File: src/rtl/apb_mem_slave.sv
// APB3/APB4 slave backed by a single-port register-array RAM.
// The data width, depth and number of wait states are parameters. Writes use byte strobes.
// A misaligned or out-of-range address returns an error response.
module apb_mem_slave #(
  parameter int unsigned DATA_WIDTH  = 32,
  parameter int unsigned ADDR_WIDTH  = 8,
  parameter int unsigned DEPTH       = 32,
  parameter int unsigned WAIT_STATES = 0
) (
  input  logic                    Pclk,
  input  logic                    Prst,
  input  logic                    Pselx,
  input  logic                    Penable,
  input  logic                    Pwrite,
  input  logic [ADDR_WIDTH-1:0]   Paddr,
  input  logic [DATA_WIDTH-1:0]   Pwdata,
  input  logic [DATA_WIDTH/8-1:0] Pstrb,
  output logic                    Pready,
  output logic                    Pslverr,
  output logic [DATA_WIDTH-1:0]   Prdata
);

  localparam int unsigned NumBytes = DATA_WIDTH / 8;
  localparam int unsigned LsbW     = $clog2(NumBytes);
  localparam int unsigned IdxW     = (DEPTH > 1) ? $clog2(DEPTH) : 1;

  localparam logic StIdle   = 1'b0;
  localparam logic StAccess = 1'b1;

  // Byte-offset bits within a word; these must be zero for an aligned access.
  localparam logic [ADDR_WIDTH-1:0] LowMask = ADDR_WIDTH'((1 << LsbW) - 1);

  logic                  state_q, state_d;
  logic [3:0]            cnt_q, cnt_d;
  logic [IdxW-1:0]       idx_q;
  logic                  write_q;
  logic [DATA_WIDTH-1:0] wdata_q;
  logic [NumBytes-1:0]   strb_q;
  logic                  err_q;
  logic [DATA_WIDTH-1:0] prdata_q, prdata_d;
  logic [DATA_WIDTH-1:0] mem_q [DEPTH];

  logic [ADDR_WIDTH-1:0] word_idx;
  logic                  addr_err;
  logic                  setup;
  logic                  complete;

  // Decode the address and derive the phase events from the bus and the registered state.
  always_comb begin
    word_idx = Paddr >> LsbW;
    addr_err = (|(Paddr & LowMask)) || (32'(word_idx) >= DEPTH);
    setup    = (state_q == StIdle) && Pselx && !Penable;
    complete = Pready && Pselx && Penable;
  end

  // Outputs come from registered state only, so no bus input reaches an output combinationally.
  always_comb begin
    Pready  = (state_q == StAccess) && (cnt_q == 4'd0);
    Pslverr = Pready && err_q;
    Prdata  = prdata_q;
  end

  // Next-state logic: IDLE goes to ACCESS on a setup phase.
  // ACCESS returns to IDLE on completion, or on an abort when the select or enable drops.
  always_comb begin
    state_d  = state_q;
    cnt_d    = cnt_q;
    prdata_d = prdata_q;
    if (state_q == StIdle) begin
      if (setup) begin
        state_d  = StAccess;
        cnt_d    = 4'(WAIT_STATES);
        prdata_d = (addr_err || Pwrite) ? '0 : mem_q[word_idx[IdxW-1:0]];
      end
    end else begin
      if (!Pselx || !Penable || complete) begin
        state_d = StIdle;
      end else if (cnt_q != 4'd0) begin
        cnt_d = cnt_q - 4'd1;
      end
    end
  end

  // Registers for the control and transfer state. Reset clears the whole array.
  always_ff @(posedge Pclk) begin
    if (Prst) begin
      state_q  <= StIdle;
      cnt_q    <= 4'd0;
      idx_q    <= '0;
      write_q  <= 1'b0;
      wdata_q  <= '0;
      strb_q   <= '0;
      err_q    <= 1'b0;
      prdata_q <= '0;
      for (int i = 0; i < DEPTH; i++) begin
        mem_q[i] <= '0;
      end
    end else begin
      state_q  <= state_d;
      cnt_q    <= cnt_d;
      prdata_q <= prdata_d;
      if (setup) begin
        idx_q   <= word_idx[IdxW-1:0];
        write_q <= Pwrite;
        wdata_q <= Pwdata;
        strb_q  <= Pstrb;
        err_q   <= addr_err;
      end
      // A write is committed only on the completing edge, and only when no error was flagged.
      if (complete && write_q && !err_q) begin
        for (int b = 0; b < NumBytes; b++) begin
          if (strb_q[b]) begin
            mem_q[idx_q][8*b +: 8] <= wdata_q[8*b +: 8];
          end
        end
      end
    end
  end

endmodule

File: config.mk
export PLATFORM = sky130hd
export DESIGN_NAME = apb_mem_slave
export DESIGN_NICKNAME = d
export VERILOG_FILES = /design/src/rtl/apb_mem_slave.sv
export SDC_FILE = /design/constraint.sdc
export NUM_CORES = 2
export LEC_CHECK = 0
export CAP_MARGIN = 20
export CORE_UTILIZATION = 57
export CTS_BUF_LIST = sky130_fd_sc_hd__clkbuf_16
export CTS_CLUSTER_DIAMETER = 50
export CTS_CLUSTER_SIZE = 10
export DETAILED_ROUTE_END_ITERATION = 7
export PLACE_DENSITY = 0.78
export RECOVER_POWER = 50
export SLEW_MARGIN = 20
export SYNTH_ARGS = -nofsm -noshare
export SYNTH_HDL_FRONTEND = slang
export SYNTH_SLANG_ARGS = --single-unit
File: constraint.sdc
create_clock -name Pclk -period 1.9 [get_ports Pclk]
set_input_delay 0.19 -clock Pclk [delete_from_list [all_inputs] [get_ports Pclk]]
set_output_delay 0.19 -clock Pclk [all_outputs]
set_load 0.1 [all_outputs]
-- Word-level counts from Yosys, hierarchy flattened
Memories as Yosys holds them, arrays and structs flattened.
Index checks and enable logic that the tools add are counted.
- register bits after elaboration: 80
- bits in writable memories: 1024
- memories: 1
- add/sub/neg operators: 1
- magnitude comparators: 1
- eq/ne operators: 2
- muxes and demuxes: 29
- bitwise gates (word level): 1
- reduce and logical (&&, ||, !) cells: 22
- memories (memory ; words ; width ; rd ports ; clocked after memory_dff ; write ports ; RTL line ; text):
    mem_q ; 32 ; 32 ; 1 ; 0 ; 32 ; 41 ; logic [DATA_WIDTH-1:0] mem_q [DEPTH];
- operators by type and width (kind ; number):
    2-to-1 mux 32 bit ; 2
    OR reduction 32 bit ; 1
    2-to-1 mux 1 bit ; 21
    2-to-1 mux 4 bit ; 5
    logical AND 1 bit ; 8
    greater-or-equal comparator 6 bit, second input constant ; 1
    2-to-1 mux 5 bit ; 1
    zero test 4 bit ; 1
    logical OR 1 bit ; 4
    nonzero test 4 bit ; 1
    subtractor 4 x 1 -> 4 bit, second input constant ; 1
    zero test 1 bit ; 3
    AND reduction 3 bit ; 1
    inequality test 2 x 1 -> 1 bit, second input constant ; 1
    inequality test 2 bit, second input constant ; 1
    AND reduction 2 bit ; 1
    nonzero test 2 bit ; 1
    OR reduction 2 bit ; 1
    NOT 1 bit ; 1

-- Longest topological paths before layout
- word-level depth: 11
- depth in mapped cells: 9
- gate-level depth less buffers: 7

-- Least setup slack after synthesis
Ideal clock, no wire load.
- path kind: register to register
- start point: register cnt_q[0]
- end point: memory mem_q[18][0] (enable)
- arrival time: 2257 ps
- data required time: 1591 ps
- path slack: -666 ps
- stages on the path, launching flop included: 9
- buffers on the path: 1
- cell sequence: dfxtp_1 > inv_1 > ha_1 > and4bb_2 > nor3b_2 > nand2_1 > clkbuf_8 > nor2_4 > or2_2
- RTL lines (item ; RTL line ; text):
    from (decl) ; 34 ; logic [3:0] cnt_q, cnt_d;
    from (signal assigned) ; 100 ; cnt_q <= cnt_d;
    to (decl) ; 41 ;

==> flow_summary.json <==
{
  "syn_inst": 3858,
  "top_usage_layer": "met2",
  "multi_input_area_sq_um": 18300,
  "power_leakage_nw": 24.0,
  "drtIter0Drc": 3639,
  "placedCellCount": 5257,
  "ys.flop_type": "edfxtp_1",
  "ys_seq_elements": 1104,
  "synth_warnings": 0,
  "diodes": 0,
  "clock_sink_count": 1104,
  "nFillCells": 5953,
  "grt_pass1_vias": 33300,
  "cts_made_buffers": 135,
  "wl_per_cell_um": 25.0,
  "grt_start_max_net_pins": 102,
  "start_kind": "flip-flop",
  "powerDensity_nw_per_um2": 890,
  "layout.nets": 4308,
  "slew_headroom": 0.516,
  "clock_path_buffers": 3,
  "synth.distinct_cells": 41,
  "yosysTopAreaCellShare": 0.596,
  "final_antenna_net_count": 0,
  "clock_latency_ns": 0.74,
  "timing.final.crit_share": 1.16,
  "grt_antenna_before_repair": 1,
  "h-tree-depth": 4,
  "final_cells": 5499,
  "run_status": "finished with violations",
  "rsz0062_at_grt": "yes",
  "endpoint_kind": "flip-flop",
  "swShare": 0.227,
  "finalMaxSlewViolations": 0,
  "grt_use_total": 0.301,
  "start_util": 0.579,
  "max_freq_ghz": 0.454,
  "hold_slack_ns": 0.0293,
  "power_mw": 54.4,
  "finalCriticalPeriod_ns": 2.20,
  "finalSetupViolCount": 2050,
  "final_util": 0.687,
  "dp_hpwl_um": 90400,
  "syn2layout_area_growth_pct": 18.6,
  "cp_max_fo": 8,
  "syn_area_per_cell_sq_um": 13.4,
  "use_met1": 0.393,
  "ir_drop_mv": 0.722,
  "first_pass_iters": 6,
  "die_y_um": 303,
  "p_switching_mw": 12.3,
  "grtUsageMet3": 0.0557,
  "core_area_sq_um": 89100,
  "drv_cap": 0,
  "cp.required_ns": 2.33,
  "vias": 32900,
  "syn_area_sq_um": 51600,
  "synth_top_cell_by_area": "edfxtp_1",
  "synthesis.nets": 3908,
  "wirelength_um": 138000,
  "layout-drive-gt1-share": 0.216,
  "gp_congestion": 0.906,
  "rows": 109,
  "async_reset_ff_frac": 0,
  "viasPerCell": 5.98,
  "clock_skew_ns": 0.0306,
  "synth-edff-count": 1024,
  "chipWidth_um": 303,
  "path_clk_slew_ns": 0.05,
  "p_seq_frac": 0.506,
  "grt-ovfl-total": 0,
  "crit_type": "flip-flop to flip-flop",
  "tightest_slew_ns": 0.726,
  "finalHoldViolCount": 0,
  "cts_tree": "done",
  "cts_root_buffer": "clkbuf_16",
  "seq_area_sq_um": 32400,
  "critPathArrivalTime_ns": 2.63,
  "worst_slack_ns": -0.304,
  "violations": "negative setup slack",
  "portBuffers": 82,
  "fp.dieArea_sq_um": 91700,
  "route.detailed.drc": 0,
  "grt_pass1_wl_um": 203000,
  "grt_use_met2": 0.499,
  "io_pins": 83,
  "hold_path_class": "primary input to flip-flop",
  "clock_power_share": 0.420,
  "yosysSeqAreaShare": 0.627,
  "comb_power_share": 0.074,
  "power.internal_mw": 42.1,
  "synthTopCellsByArea": "edfxtp_1 (60%), and2_1 (12%), mux2i_1 (9.3%)"
}
-- worst max-delay path, stage by stage, from the launching register on --
cell and delay, ns:
dfxtp_2 0.32, inv_2 0.06, ha_4 0.13, and4bb_4 0.23, nor3b_4 0.28, buf_12 0.21, nand2_8 0.10, clkbuf_16 0.24
nor2_4 0.12, or2_4 0.18
-- power groups by stage --
stage | sequential (mW) | combinational (mW) | clock (mW)
2_1_floorplan | 27.9 | 2.25 | 0
3_3_place_gp | 28.0 | 3.80 | 0
3_5_place_dp | 28.0 | 3.88 | 0
4_1_cts | 27.6 | 3.96 | 23.0
5_1_grt | 27.6 | 4.21 | 24.0
6_report | 27.6 | 4.03 | 22.8
-- metrics by stage --
stage                     instance area [sq um]  setup slack (ns)  setup TNS, ns
after floorplan                           51900            -0.410        -562.43
after global placement                    56700            -0.531        -770.41
after detailed placement                  56700            -0.559        -801.32
after CTS                                 60900            -0.270        -357.62
after global routing                      61100            -0.355        -567.55
final                                     61100            -0.304        -429.19
-- cell families (layout without fill, tap and decap cells) --
logic type | after synthesis | in the layout | share of synthesized area
compound gates | 450 | 450 | 0.0581
fa+ha+maj | 1 | 1 | 0.000243
xor+xnor | 2 | 2 | 0.000340
simple gates | 1516 | 1516 | 0.187
mux | 500 | 500 | 0.101
buf+inv | 285 | 761 | 0.0266
flops | 1104 | 1104 | 0.627
-- cell type report --
class / count / area share
timing repair buffer: 546 / 0.0834
clock buffer: 138 / 0.0565
tap: 1165 / 0.0238
multi-input combinational: 2469 / 0.300
inverter: 2 / 0.000123
clock inverter: 75 / 0.00700
sequential: 1104 / 0.529
-- cell usage after synthesis, types with 34 or more instances --
master and count:
nor2_1 44, a21oi_1 165, and2_1 995, buf_2 55
nand2_1 133, dfxtp_1 80, nor2_4 120, or2_2 126
nor3_1 35, clkbuf_1 172, mux2i_1 480, a22oi_1 240
and3_1 34, edfxtp_1 1024
-- worst paths after layout --
path | startpoint | endpoint | slack (ns) | cells after the start
worst max-delay path | cnt_q[1]$_SDFFE_PP0P_ | mem_q[17][21]$_SDFFCE_PN0P_ | -0.30 | 9
worst min-delay path | Pwdata[8] | wdata_q[8]$_SDFFE_PP0P_ | 0.03 | 3
worst max register to register | cnt_q[1]$_SDFFE_PP0P_ | mem_q[17][21]$_SDFFCE_PN0P_ | -0.30 | 9
worst min register to register | wdata_q[5]$_SDFFE_PP0P_ | wdata_q[5]$_SDFFE_PP0P_ | 0.45 | 2
-- placed cells by master (no fill, tap or decap), types with 4 or more instances in the layout --
master,count
buf_12,54
edfxtp_1,1024
nor3b_1,5
or2_2,4
and2_4,5
clkinv_2,5
or2_4,122
buf_6,6
clkinv_1,9
mux2_2,5
nor2b_1,6
a21oi_1,165
o21ai_0,4
inv_6,8
clkbuf_16,143
dlygate4sd3_1,21
buf_2,7
a21o_4,4
nor2_4,126
clkdlybuf4s50_1,45
buf_4,397
buf_16,4
nor2_1,38
and2_1,990
a22oi_1,240
mux2i_1,480
and3_1,34
a22o_1,30
dfxtp_1,78
nor3_1,35
mux4_2,15
inv_1,45
nand2_1,129
-- repair_timing --
action,in CTS,in global routing
gates cloned,0,7
gates resized for setup,34,36
hold buffers,21,0
hold endpoints to repair,21,0
buffers inserted,0,1
endpoints found under the setup margin,2050,2053
pin swaps,4,47
-- routing by layer --
| metal | share of wire | up-vias |
|---|---|---|
| li1 | - | 14700 |
| met5 | 0 | - |
| met4 | 0.035 | 0 |
| met2 | 0.49 | 1643 |
| met1 | 0.38 | 16200 |
| met3 | 0.093 | 307 |
-- sequential cells by signal, indices dropped and copies added (netlist names) --
name     cells
wdata_q     32
Prdata      32
mem_q     1024
idx_q        5
strb_q       4
write_q      1
state_q      1
err_q        1
cnt_q        4
(Power assumes the default switching activity.)
